File: src/rtl/mac_kbd_link.sv
// mac_kbd_link: keyboard side of the Macintosh keyboard cable.
// Receives 8-bit commands from the Mac on the VIA CB2 line and clocks out
// 8-bit responses, with a response FIFO fed by the PS/2 translator.
// Optional feature macro: KBD_LINK_NULL_TIMEOUT_EN (null 0x7B response after
// RESP_TIMEOUT ticks in WAIT_RESP with an empty FIFO).
module mac_kbd_link #(
  parameter int unsigned CLK_HALF     = 1300,
  parameter int unsigned FIFO_DEPTH   = 8,
  parameter int unsigned RESP_TIMEOUT = 2000000
) (
  input  logic                          clk32,
  input  logic                          _systemReset,
  input  logic                          clk8_en_p,
  input  logic                          via_cb2_o,
  input  logic                          via_cb2_t,
  input  logic [7:0]                    kbd_in_data,
  input  logic                          kbd_in_strobe,
  output logic                          kbdclk,
  output logic                          kbddata,
  output logic [7:0]                    kbd_out_data,
  output logic                          kbd_out_strobe,
  output logic [$clog2(FIFO_DEPTH):0]   fifo_level,
  output logic                          fifo_overflow
);

  localparam int unsigned AW = $clog2(FIFO_DEPTH);
  localparam int unsigned LW = AW + 1;
  localparam int unsigned HW = $clog2(CLK_HALF + 1);
  localparam int unsigned BW = 4;

  localparam logic [1:0] S_IDLE = 2'd0;
  localparam logic [1:0] S_CMD  = 2'd1;
  localparam logic [1:0] S_WAIT = 2'd2;
  localparam logic [1:0] S_RESP = 2'd3;

  logic [1:0]    r_state;
  logic [HW-1:0] r_half;
  logic [BW-1:0] r_bit;
  logic          r_kbdclk;
  logic          r_kbddata;
  logic [7:0]    r_shift;
  logic [7:0]    r_out_data;
  logic          r_out_strobe;
  logic [AW-1:0] r_wr;
  logic [AW-1:0] r_rd;
  logic [LW-1:0] r_level;
  logic          r_overflow;
  logic [7:0]    r_mem [FIFO_DEPTH];

  logic [1:0]    w_state_n;
  logic [HW-1:0] w_half_n;
  logic [BW-1:0] w_bit_n;
  logic          w_clk_n;
  logic          w_data_n;
  logic [7:0]    w_shift_n;
  logic [7:0]    w_out_n;
  logic          w_strobe_n;
  logic          w_pop;
  logic [LW-1:0] w_level_n;

  logic w_line;
  logic w_fifo_ne;
  logic w_full;
  logic w_half_hit;
  logic w_push;
  logic w_drop;
  logic w_pop_en;

`ifdef KBD_LINK_NULL_TIMEOUT_EN
  localparam int unsigned TW        = $clog2(RESP_TIMEOUT + 1);
  localparam logic [7:0]  NULL_BYTE = 8'h7B;
  logic [TW-1:0] r_to;
  logic [TW-1:0] w_to_n;
`else
  logic w_unused_timeout;
  assign w_unused_timeout = |RESP_TIMEOUT;
`endif

  // Line level and FIFO status decode
  assign w_line     = ~via_cb2_t | via_cb2_o;
  assign w_fifo_ne  = (r_level != '0);
  assign w_full     = (r_level == LW'(FIFO_DEPTH));
  assign w_half_hit = (r_half == HW'(CLK_HALF));
  assign w_push     = clk8_en_p & kbd_in_strobe & ~w_full;
  assign w_drop     = clk8_en_p & kbd_in_strobe & w_full;
  assign w_pop_en   = clk8_en_p & w_pop;

  // Next-state and output decode for the link FSM
  always_comb begin
    w_state_n  = r_state;
    w_half_n   = r_half;
    w_bit_n    = r_bit;
    w_clk_n    = r_kbdclk;
    w_data_n   = r_kbddata;
    w_shift_n  = r_shift;
    w_out_n    = r_out_data;
    w_strobe_n = 1'b0;
    w_pop      = 1'b0;
`ifdef KBD_LINK_NULL_TIMEOUT_EN
    w_to_n     = r_to;
`endif
    case (r_state)
      S_IDLE: begin
        w_clk_n  = 1'b1;
        w_data_n = 1'b1;
        if (!w_line) begin
          w_state_n = S_CMD;
          w_half_n  = '0;
          w_bit_n   = '0;
        end
      end
      S_CMD: begin
        if (w_half_hit) begin
          w_half_n = '0;
          w_clk_n  = ~r_kbdclk;
          if (!r_kbdclk) begin
            // Rising kbdclk: Mac data is stable, shift it in
            w_shift_n = {r_shift[6:0], w_line};
            w_bit_n   = r_bit + BW'(1);
            if (r_bit == BW'(7)) begin
              w_out_n    = {r_shift[6:0], w_line};
              w_strobe_n = 1'b1;
              w_state_n  = S_WAIT;
`ifdef KBD_LINK_NULL_TIMEOUT_EN
              w_to_n     = '0;
`endif
            end
          end
        end else begin
          w_half_n = r_half + HW'(1);
        end
      end
      S_WAIT: begin
        w_clk_n = 1'b1;
`ifdef KBD_LINK_NULL_TIMEOUT_EN
        if (r_to != TW'(RESP_TIMEOUT)) w_to_n = r_to + TW'(1);
`endif
        if (w_line && w_fifo_ne) begin
          w_pop     = 1'b1;
          w_shift_n = r_mem[r_rd];
          w_state_n = S_RESP;
          w_half_n  = '0;
          w_bit_n   = '0;
        end
`ifdef KBD_LINK_NULL_TIMEOUT_EN
        else if (!w_fifo_ne && (r_to == TW'(RESP_TIMEOUT))) begin
          w_shift_n = NULL_BYTE;
          w_state_n = S_RESP;
          w_half_n  = '0;
          w_bit_n   = '0;
        end
`endif
      end
      S_RESP: begin
        if (w_half_hit) begin
          w_half_n = '0;
          if (r_kbdclk) begin
            if (r_bit == BW'(8)) begin
              // Last bit held through its high phase before releasing the line
              w_data_n  = 1'b1;
              w_state_n = S_IDLE;
            end else begin
              w_clk_n   = 1'b0;
              w_data_n  = r_shift[7];
              w_shift_n = {r_shift[6:0], 1'b0};
            end
          end else begin
            w_clk_n = 1'b1;
            w_bit_n = r_bit + BW'(1);
          end
        end else begin
          w_half_n = r_half + HW'(1);
        end
      end
      default: w_state_n = S_IDLE;
    endcase
  end

  // FIFO occupancy after this tick's push/pop
  always_comb begin
    w_level_n = r_level;
    case ({w_push, w_pop_en})
      2'b10:   w_level_n = r_level + LW'(1);
      2'b01:   w_level_n = r_level - LW'(1);
      default: w_level_n = r_level;
    endcase
  end

  // State, datapath and FIFO pointer registers, advanced on clk8_en_p
  always_ff @(posedge clk32 or negedge _systemReset) begin
    if (!_systemReset) begin
      r_state      <= S_IDLE;
      r_half       <= '0;
      r_bit        <= '0;
      r_kbdclk     <= 1'b1;
      r_kbddata    <= 1'b1;
      r_shift      <= '0;
      r_out_data   <= '0;
      r_out_strobe <= 1'b0;
      r_wr         <= '0;
      r_rd         <= '0;
      r_level      <= '0;
      r_overflow   <= 1'b0;
`ifdef KBD_LINK_NULL_TIMEOUT_EN
      r_to         <= '0;
`endif
    end else if (clk8_en_p) begin
      r_state      <= w_state_n;
      r_half       <= w_half_n;
      r_bit        <= w_bit_n;
      r_kbdclk     <= w_clk_n;
      r_kbddata    <= w_data_n;
      r_shift      <= w_shift_n;
      r_out_data   <= w_out_n;
      r_out_strobe <= w_strobe_n;
      r_level      <= w_level_n;
`ifdef KBD_LINK_NULL_TIMEOUT_EN
      r_to         <= w_to_n;
`endif
      if (w_push)   r_wr       <= r_wr + AW'(1);
      if (w_pop_en) r_rd       <= r_rd + AW'(1);
      if (w_drop)   r_overflow <= 1'b1;
    end
  end

  // FIFO storage, no reset needed
  always_ff @(posedge clk32) begin
    if (w_push) r_mem[r_wr] <= kbd_in_data;
  end

  assign kbdclk         = r_kbdclk;
  assign kbddata        = r_kbddata;
  assign kbd_out_data   = r_out_data;
  assign kbd_out_strobe = r_out_strobe;
  assign fifo_level     = r_level;
  assign fifo_overflow  = r_overflow;

endmodule

File: config.mk
export PLATFORM = sky130hd
export DESIGN_NAME = mac_kbd_link
export DESIGN_NICKNAME = d
export VERILOG_FILES = /design/src/rtl/mac_kbd_link.sv
export SDC_FILE = /design/constraint.sdc
export NUM_CORES = 1
export LEC_CHECK = 0
export ABC_AREA = 1
export CAP_MARGIN = 30
export CORE_ASPECT_RATIO = 1.25
export CORE_MARGIN = 8
export CORE_UTILIZATION = 40
export DETAILED_ROUTE_END_ITERATION = 16
export PLACE_DENSITY = 0.65
export SLEW_MARGIN = 0
export SYNTH_ARGS = -nofsm -noshare
export SYNTH_HDL_FRONTEND = slang
export SYNTH_SLANG_ARGS = --single-unit
File: constraint.sdc
create_clock -name clk32 -period 3.95 [get_ports clk32]
set_input_delay 0.5925 -clock clk32 [delete_from_list [all_inputs] [get_ports clk32]]
set_output_delay 0.5925 -clock clk32 [all_outputs]
set_load 0.02 [all_outputs]
* After elaboration in Yosys (flattened, before gate mapping)
Memories as Yosys holds them, arrays and structs flattened. Index checks and enable logic that the tools add are counted.
Word-level totals: bits of input ports 14, bits in registers 47, output and inout port bits 16, memories kept 1, memory bits (writable) 64
Memory list:
- r_mem | depth 8, width 8, rd ports 1, clocked after Yosys merged registers in 0, wr ports 1, line 48 | logic [7:0] r_mem [FIFO_DEPTH];
Operators by class: $add $sub $neg 6, bitwise logic cells 8, muxes and demuxes 43, reductions and logical operators 19, equality and inequality tests 20
Operators by type and width (number):
- 2-to-1 mux 8 bit | 6
- 2-to-1 mux 11 bit | 3
- one-hot mux 11 bit (3 select lines) | 1
- one-hot mux 8 bit (3 select lines) | 1
- != test 2 bit (second input constant) | 10
- 2-to-1 mux 2 bit | 8
- 2-to-1 mux 4 bit | 4
- 2-to-1 mux 1 bit | 15
- one-hot mux 4 bit (3 select lines) | 1
- adder 11 x 1 -> 11 bit (second input constant) | 1
- equality test 11 bit (second input constant) | 1
- AND reduction 5 bit | 2
- AND reduction 9 bit | 1
- adder 4 x 1 -> 4 bit (second input constant) | 2
- equality test 4 bit (second input constant) | 2
- one-hot mux 2 bit (4 select lines) | 1
- one-hot mux 4 bit (2 select lines) | 1
- AND reduction 2 bit | 4
- AND reduction 8 bit | 1
- adder 3 x 1 -> 3 bit (second input constant) | 2
- equality test 2 bit (second input constant) | 3
- AND reduction 3 bit | 2
- AND 1 bit | 4
- equality test 2 x 1 -> 1 bit (second input constant) | 2
- 14 further kinds | 18

* Depth between registers and ports, before layout
Gate-level depths: netlist of the first run.
depth in word-level cells 9, mapped depth 11, mapped depth without buffers 11

* Least setup slack after synthesis of the first run
Ideal clock, no wire load.
path type input to register, start input port via_cb2_o, end register r_level[1] (netlist: fifo_level[1]), data arrival time 2.092 ns, slack 1.734 ns, stages 8, path buffers 0, path through inv_1 > nand2_1 > nand2_1 > nor3_2 > ha_1 > xor2_1 > ha_1 > mux2_2
On the way: elaborated cells between the ends (all ways) 10
RTL lines:
- start, declared | line 14 | input logic via_cb2_o,
- OR 1 bit (*) | line 80 | assign w_line = ~via_cb2_t | via_cb2_o;
- logical AND 1 bit (*) | line 138 | if (w_line && w_fifo_ne) begin
- 2-to-1 mux 1 bit (*) | line 138
- 2-to-1 mux 1 bit (*) | line 102 | case (r_state)
- AND 1 bit (*) | line 86 | assign w_pop_en = clk8_en_p & w_pop;
- equality test 2 x 1 -> 1 bit / equality test 2 bit (equally long branches) | line 182 | case ({w_push, w_pop_en})
- one-hot mux 4 bit (2 select lines) (*) | line 182
- named net w_level_n[1] | line 59 | logic [LW-1:0] w_level_n;
- end signal, assigned | line 216 | r_level <= w_level_n;
- end, declared | line 46 | logic [LW-1:0] r_level;
The timed path passes the listed nets; every way through them passes the cells marked *. A chain may end at the register's enable or synchronous reset.

* Worst setup path in the final report of the first run
start register r_state[0], end register r_level[1] (netlist: fifo_level[1])
On the way: elaborated cells between the ends (all ways) 8
RTL lines:
- start, declared | line 36 | logic [1:0] r_state;
- start signal, assigned | line 208 | r_state <= w_state_n;
- equality test 2 bit (*) | line 102
- 2-to-1 mux 1 bit (*) | line 102
- AND 1 bit (*) | line 86
- equality test 2 x 1 -> 1 bit / equality test 2 bit (equally long branches) | line 182
- one-hot mux 4 bit (2 select lines) (*) | line 182
- named net w_level_n[1] | line 59
Marked as above.

==> key figures, run 1 <==
Route
  – Initial detailed-routing violation count: 264
  – Avg WL per Cell: 15.0 um
  – Antenna-violating nets left: 0
  – # DRC: 0
  – Final WL: 12100 um
  – First-pass DRT Iterations: 5
  – DR vias/cell: 4.94
  – DR vias: 3985

Cells and area
  – Final core utilization: 0.458
  – Net count, final: 653
  – Sequential cell area: 0.00310 mm2
  – Area Overhead vs Synth: 13.4%
  – Multi-input logic area: 0.00212 mm2
  – ANT cells: 0
  – Ratio of cells with drive above 1 in the final layout: 0.0935
  – Filler instances: 1275

Timing
  – Worst clock skew: 0.0123 ns
  – Rel. slew slack: 0.512
  – Final TNS setup: 0 ns
  – Worst hold slack: 0.208 ns
  – Slew Viols, Final: 0
  – Crit path time final: 2.64 ns
  – Final period utilization: 0.670
  – Fmax: 378 MHz
  – Final setup vio count: 0
  – Actual slew at the worst max-slew pin: 0.731 ns
  – RSZ-0062 raised after global routing: false
  – Final Hold Viols: 0

Clock network
  – CTS tree: built
  – CTS Hold Bufs: 0
  – Worst-Skew Late Latency: 0.36 ns
  – Clock sinks: 111
  – Postcts setup bufs: 0
  – Resized cells post-CTS: 0
  – Cts bufs inserted: 9
  – Root buffer cell: clkbuf_16
  – H-Tree Depth: 3
  – Max Buffers Root-to-Sink: 2
  – Clock transition at path regs: 0.08 ns

Power and ir drop
  – Leakage power: 2.68 nW
  – Logic pwr share: 0.152
  – Power Dens Cells: 442 mW/mm2
  – Peak VDD IR: 0.000234 V
  – P_sw: 0.000825 W
  – Reg power frac: 0.520
  – Net Sw Frac: 0.297
  – Pint: 0.00195 W
  – Clk network pwr share: 0.329

Synthesis
  – Most used DFF post-synth: edfxtp_1
  – Top cells by area, synth: edfxtp_1, dfrtp_1, nand2_1, nand3_1, nor2_1
  – Flops & latches, synth: 111
  – Avg Cell Area, Syn: 9.24 um2
  – Register area share after synthesis: 0.560
  – Gate Count Post-Synth: 599
  – Top cells by count, synth: nand2_1, nor2_1, edfxtp_1
  – Yosys warns: 0
  – Synthesized Nets: 626
  – Share of the synthesized area in the top cell type: 0.347
  – Post-synth EDFFs: 64
  – Synth cell types: 40
  – Mapped Area: 0.00553 mm2
  – Area leader, netlist: edfxtp_1
  – Most common cell in the netlist: nand2_1
  – Synth async-reset ratio: 0.423

Placement
  – Post-DP HPWL: 8850 um
  – I/O Buffers: 29
  – RD Place Congestion: 0.885

Global routing
  – Vias in the first global route: 4010
  – Largest net degree at the start of global routing: 36
  – GRT Resource Usage Total: 0.143
  – Total congestion overflow: 0
  – First-pass GRT wire length: 20200 um
  – Initial antenna violation count: 0

Hold path
  – Hold Crit Class: in -> async

Floorplanning
  – Initial Util: 0.404
  – # rows: 48
  – Ports: 30
  – Die footprint: 0.0179 mm2
  – Core Box Area: 0.0137 mm2
  – Die H: 147 um
  – Die width: 121 um

Outcome
  – Run status: complete, no violations

Job
  – Max-cap viol count: 0

Setup path
  – Crit Path Class: reg -> reg
  – Critical path arrival: 2.89 ns
  – CP endpoint kind: flop
  – CP required: 4.19 ns
  – Setup crit start kind: flop
  – Max FO, Critical Path: 13
## critical path, stage by stage, from the launching register on
cell,delay [ns]
dfrtp_1,0.40
inv_1,0.11
ha_1,0.49
inv_2,0.08
nor3_2,0.37
ha_1,0.29
xor2_1,0.26
ha_1,0.27
mux2_2,0.26
## kinds of logic after synthesis
| group | count (synthesis) | share of synthesized area |
|---|---|---|
| simple gates | 346 | 0.284 |
| buf+inv | 76 | 0.0565 |
| fa+ha+maj | 13 | 0.0294 |
| compound gates | 43 | 0.0531 |
| mux | 1 | 0.00204 |
| flops | 111 | 0.560 |
| xor+xnor | 9 | 0.0142 |
## routing by layer
metal / vias up / wire [um] / GRT usage / share of wire
li1: 2008 / - / - / -
met2: 72 / 6100 / 0.248 / 0.51
met3: 16 / 389 / 0.0206 / 0.032
met5: - / 0 / 0 / 0
met1: 1889 / 5290 / 0.167 / 0.44
met4: 0 / 281 / 0.0730 / 0.023
## worst paths after layout
| path | start | to | slack [ns] | cells after the start |
|---|---|---|---|---|
| min | _systemReset | kbd_out_data[2] | 0.21 | 1 |
| max | r_state[0] | fifo_level[1] | 1.31 | 8 |
| max reg2reg | r_state[0] | fifo_level[1] | 1.31 | 8 |
| max in group asynchronous | _systemReset | kbdclk | 3.14 | 2 |
| min in group clk32 | kbd_out_data[3] | kbd_out_data[3] | 0.48 | 2 |
| min reg2reg | kbd_out_data[3] | kbd_out_data[3] | 0.48 | 2 |
## layout by cell type, fill, tap and decap left out, types with 3 or more instances in the layout
cell type	instances
nand2_1	170
inv_8	5
o21ai_0	13
o21ai_2	8
clkbuf_16	9
or2_2	10
nand4_1	11
clkdlybuf4s50_1	28
nor2_1	69
edfxtp_1	64
or2_1	13
nor3_1	5
inv_1	55
inv_2	4
dfrtp_1	45
o21ai_1	4
o21bai_1	12
nand3_1	52
ha_1	13
xor2_1	9
nand2_2	3
## sequential cells by signal, summed over array words and instances (netlist names)
register / flops
fifo_overflow: 1
r_state: 2
r_shift: 8
r_bit: 4
kbd_out_strobe: 1
kbdclk: 1
r_half: 11
r_rd: 3
kbddata: 1
fifo_level: 4
kbd_out_data: 8
r_wr: 3
r_mem: 64
## cell type report
class / count / share of cell area
flip-flops and latches: 111 / 0.494
multi-input cells: 412 / 0.338
repair buffers: 31 / 0.0499
clock buffers: 10 / 0.0365
inverters: 61 / 0.0365
well taps: 175 / 0.0349
clock inverters: 6 / 0.0104
## power by group through the flow
stage	logic (W)	clock network (W)	registers (W)
after floorplan	0.000249	0	0.00146
after global placement	0.000411	0	0.00146
after detailed placement	0.000427	0	0.00146
after CTS	0.000427	0.000922	0.00144
after global routing	0.000474	0.000968	0.00146
final	0.000420	0.000912	0.00144
## stage by stage
stage               area (um2)  power (W)  setup WS (ns)  cells
floorplan                 5530    0.00171           1.73    599
global placement          5960    0.00187           1.10    789
detailed placement        5980    0.00189           1.03    790
CTS                       6270    0.00279           1.30    806
global route              6270    0.00290           1.03    806
finish                    6270    0.00277           1.31    806
No activity file was read; power rests on OpenSTA's default activity.
==> run 2: changes to the inputs <==
==> constraint.sdc (replaced) <==
create_clock -name clk32 -period 2.45 [get_ports clk32]
set_input_delay 0.3675 -clock clk32 [delete_from_list [all_inputs] [get_ports clk32]]
set_output_delay 0.3675 -clock clk32 [all_outputs]
set_load 0.02 [all_outputs]
==> run 2 against run 1 <==
  * Sequential power up 61%
  * Total power grew 63%
  * Critical endpoint unchanged
  * Non-clock buffer count up 19
  * Die area stayed put
  * Global-route usage rose by 0.23 points
  * Hold slack got worse by 0.20 ns
  * Core utilization rose by 1.2 points
==> key figures, run 2 (synthesis gave the netlist of run 1 again) <==
Timing
  – RSZ-0062 raised after global routing: false
  – Rel. slew slack: 0.586 (+0.0734)
  – Final Hold Viols: 0 (unchanged)
  – Final TNS setup: 0 ns (unchanged)
  – Worst clock skew: 0.0104 ns (-0.00190 ns)
  – Fmax: 455 MHz (+20%)
  – Final setup vio count: 0 (unchanged)
  – Worst hold slack: 0.00895 ns (-0.199 ns)
  – Crit path time final: 2.20 ns (-0.449 ns)
  – Slew Viols, Final: 0 (unchanged)
  – Final period utilization: 0.896 (+0.227)
  – Actual slew at the worst max-slew pin: 0.621 ns (-0.110 ns)

Clock network
  – Max Buffers Root-to-Sink: 2 (unchanged)
  – Worst-Skew Late Latency: 0.36 ns (about the same)
  – Resized cells post-CTS: 0 (unchanged)
  – H-Tree Depth: 3 (unchanged)
  – Clock sinks: 111 (unchanged)
  – CTS Hold Bufs: 0 (unchanged)
  – Clock transition at path regs: 0.08 ns (about the same)
  – CTS tree: built
  – Root buffer cell: clkbuf_16
  – Postcts setup bufs: 0 (unchanged)
  – Cts bufs inserted: 9 (unchanged)

Power and ir drop
  – Reg power frac: 0.512 (-0.008)
  – Logic pwr share: 0.160 (+0.008)
  – Peak VDD IR: 0.000380 V (+62%)
  – Leakage power: 2.78 nW (+3.9%)
  – Pint: 0.00317 W (+63%)
  – Power Dens Cells: 704 mW/mm2 (+59%)
  – Tot Pwr: 0.00453 W (+63%)
  – Clk network pwr share: 0.328 (about the same)
  – P_sw: 0.00136 W (+65%)
  – Net Sw Frac: 0.300 (+0.00288)

Cells and area
  – Final core utilization: 0.470 (+0.0116)
  – Most flops, register: r_mem
  – Area Overhead vs Synth: 16.3%
  – Commonest cells after routing, fill and taps aside: nand2_1, nor2_1, edfxtp_1, inv_1, nand3_1
  – Commonest non-fill, non-tap cell in the layout: nand2_1
  – Top Registers: r_mem: 64 flops, r_half: 11 flops
  – Filler instances: 1288 (+1.0%)
  – Max reg flops: 64 (unchanged)
  – ANT cells: 0 (unchanged)
  – Ratio of cells with drive above 1 in the final layout: 0.122 (+0.0280)
  – Fin area: 0.00643 mm2 (+2.5%)
  – Net count, final: 672 (+2.9%)

Route
  – DR vias/cell: 4.92 (-0.44%)
  – # DRC: 0 (unchanged)
  – Avg WL per Cell: 15.0 um (+0.31%)
  – Final WL: 12400 um (+2.7%)
  – Antenna-violating nets left: 0 (unchanged)
  – DR vias: 4061 (+1.9%)
  – First-pass DRT Iterations: 5 (unchanged)
  – Initial detailed-routing violation count: 355 (+34%)

Global routing
  – First-pass GRT wire length: 20400 um (+1.2%)
  – GRT Resource Usage Total: 0.145 (+0.00232)
  – Vias in the first global route: 4117 (+2.7%)
  – Largest net degree at the start of global routing: 33 (-8.3%)
  – Initial antenna violation count: 0 (unchanged)
  – Total congestion overflow: 0 (unchanged)

Placement
  – RD Place Congestion: 0.866 (-2.1%)
  – Post-DP HPWL: 9050 um (+2.3%)
  – I/O Buffers: 29 (unchanged)
  – Placed instance area: 0.00612 mm2 (+2.4%)

Setup path
  – Reg2reg path depth: 8 (unchanged)
  – R2R Path End: fifo_level[1]
  – Setup crit end: fifo_level[1]
  – Worst-path cell chain: inv_1, ha_1, inv_2, nor3_2, ha_1, xor2_1, ha_1, mux2_2
  – Slowest cell on the critical path: dfrtp_1
  – Crit path depth: 8 (unchanged)
  – Buf/Inv on CP: 2 (unchanged)
  – Flop2flop setup slack: 0.25 ns (-1.05 ns)
  – Crit Path Class: reg -> reg
  – Crit Reg-Reg Startpoint: r_state[0]
  – CP endpoint kind: flop
  – Critical path arrival: 2.44 ns (-0.45 ns)
  – Max FO, Critical Path: 3 (-10)
  – CP startpoint: r_state[0]
  – CP required: 2.69 ns (-1.50 ns)
  – Setup crit start kind: flop
  – Worst path max stage delay: 0.41 ns (-0.08 ns)
  – Most used cell, CP: ha_1
  – Top delay family on crit path: adder cells

Floorplanning
  – Die footprint: 0.0179 mm2 (unchanged)
  – Initial Util: 0.404 (unchanged)
  – Die H: 147 um (unchanged)
  – # rows: 48 (unchanged)
  – Core Box Area: 0.0137 mm2 (unchanged)
  – Die width: 121 um (unchanged)
  – Ports: 30 (unchanged)

Job
  – Max-cap viol count: 0 (unchanged)

Outcome
  – Run status: complete, no violations

Hold path
  – Hold Crit Class: in -> async
## run 2: cell types whose count changed in the layout (fill, tap and decap cells not counted)
cell	change
buf_4	+19
clkinv_8	+3
inv_8	-3
clkbuf_1	-1
clkinv_2	+1
clkinv_4	-1
inv_6	+1
## run 2: power groups by stage
stage | logic [W] | clock network, W | registers [W]
floorplan | 0.000402 | 0 | 0.00235
global placement | 0.000697 | 0 | 0.00235
detailed placement | 0.000727 | 0 | 0.00236
CTS | 0.000730 | 0.00152 | 0.00232
global route | 0.000809 | 0.00157 | 0.00235
finish | 0.000723 | 0.00149 | 0.00232
## run 2: how the worst min path moves through the flow
| stage | slack [ns] | to | cells after the start | startpoint |
|---|---|---|---|---|
| after floorplan | 0.07 | fifo_level[0] | 0 | _systemReset |
| after global placement | 0.41 | kbd_out_data[2] | 1 | _systemReset |
| after detailed placement | 0.42 | r_shift[5] | 1 | _systemReset |
| after CTS | 0.03 | kbd_out_data[2] | 1 | _systemReset |
| after global routing | 0.05 | kbd_out_data[2] | 1 | _systemReset |
| final | 0.009 | kbd_out_data[2] | 1 | _systemReset |
## run 2: through the flow
| step | setup WS, ns | std cells |
|---|---|---|
| floorplan | 0.267 | 599 |
| global placement | 0.141 | 809 |
| detailed placement | 0.0169 | 809 |
| CTS | 0.222 | 825 |
| global route | 0.0543 | 825 |
| finish | 0.254 | 825 |
## run 2: cell type report
type                    count  area, um2  area share
flip-flops and latches    111       3100       0.482
multi-input cells         412       2120       0.329
repair buffers             50        455      0.0708
inverters                  61        229      0.0356
clock buffers               9        225      0.0350
well taps                 175        219      0.0340
clock inverters             7       85.1      0.0132
## run 2: per-layer routing
layer | GRT usage | wire length, um | vias to the layer above
li1 | - | - | 2041
met1 | 0.164 | 5190 | 1918
met2 | 0.256 | 6460 | 88
met3 | 0.0252 | 482 | 14
met4 | 0.0724 | 262 | 0
met5 | 0 | 0 | -
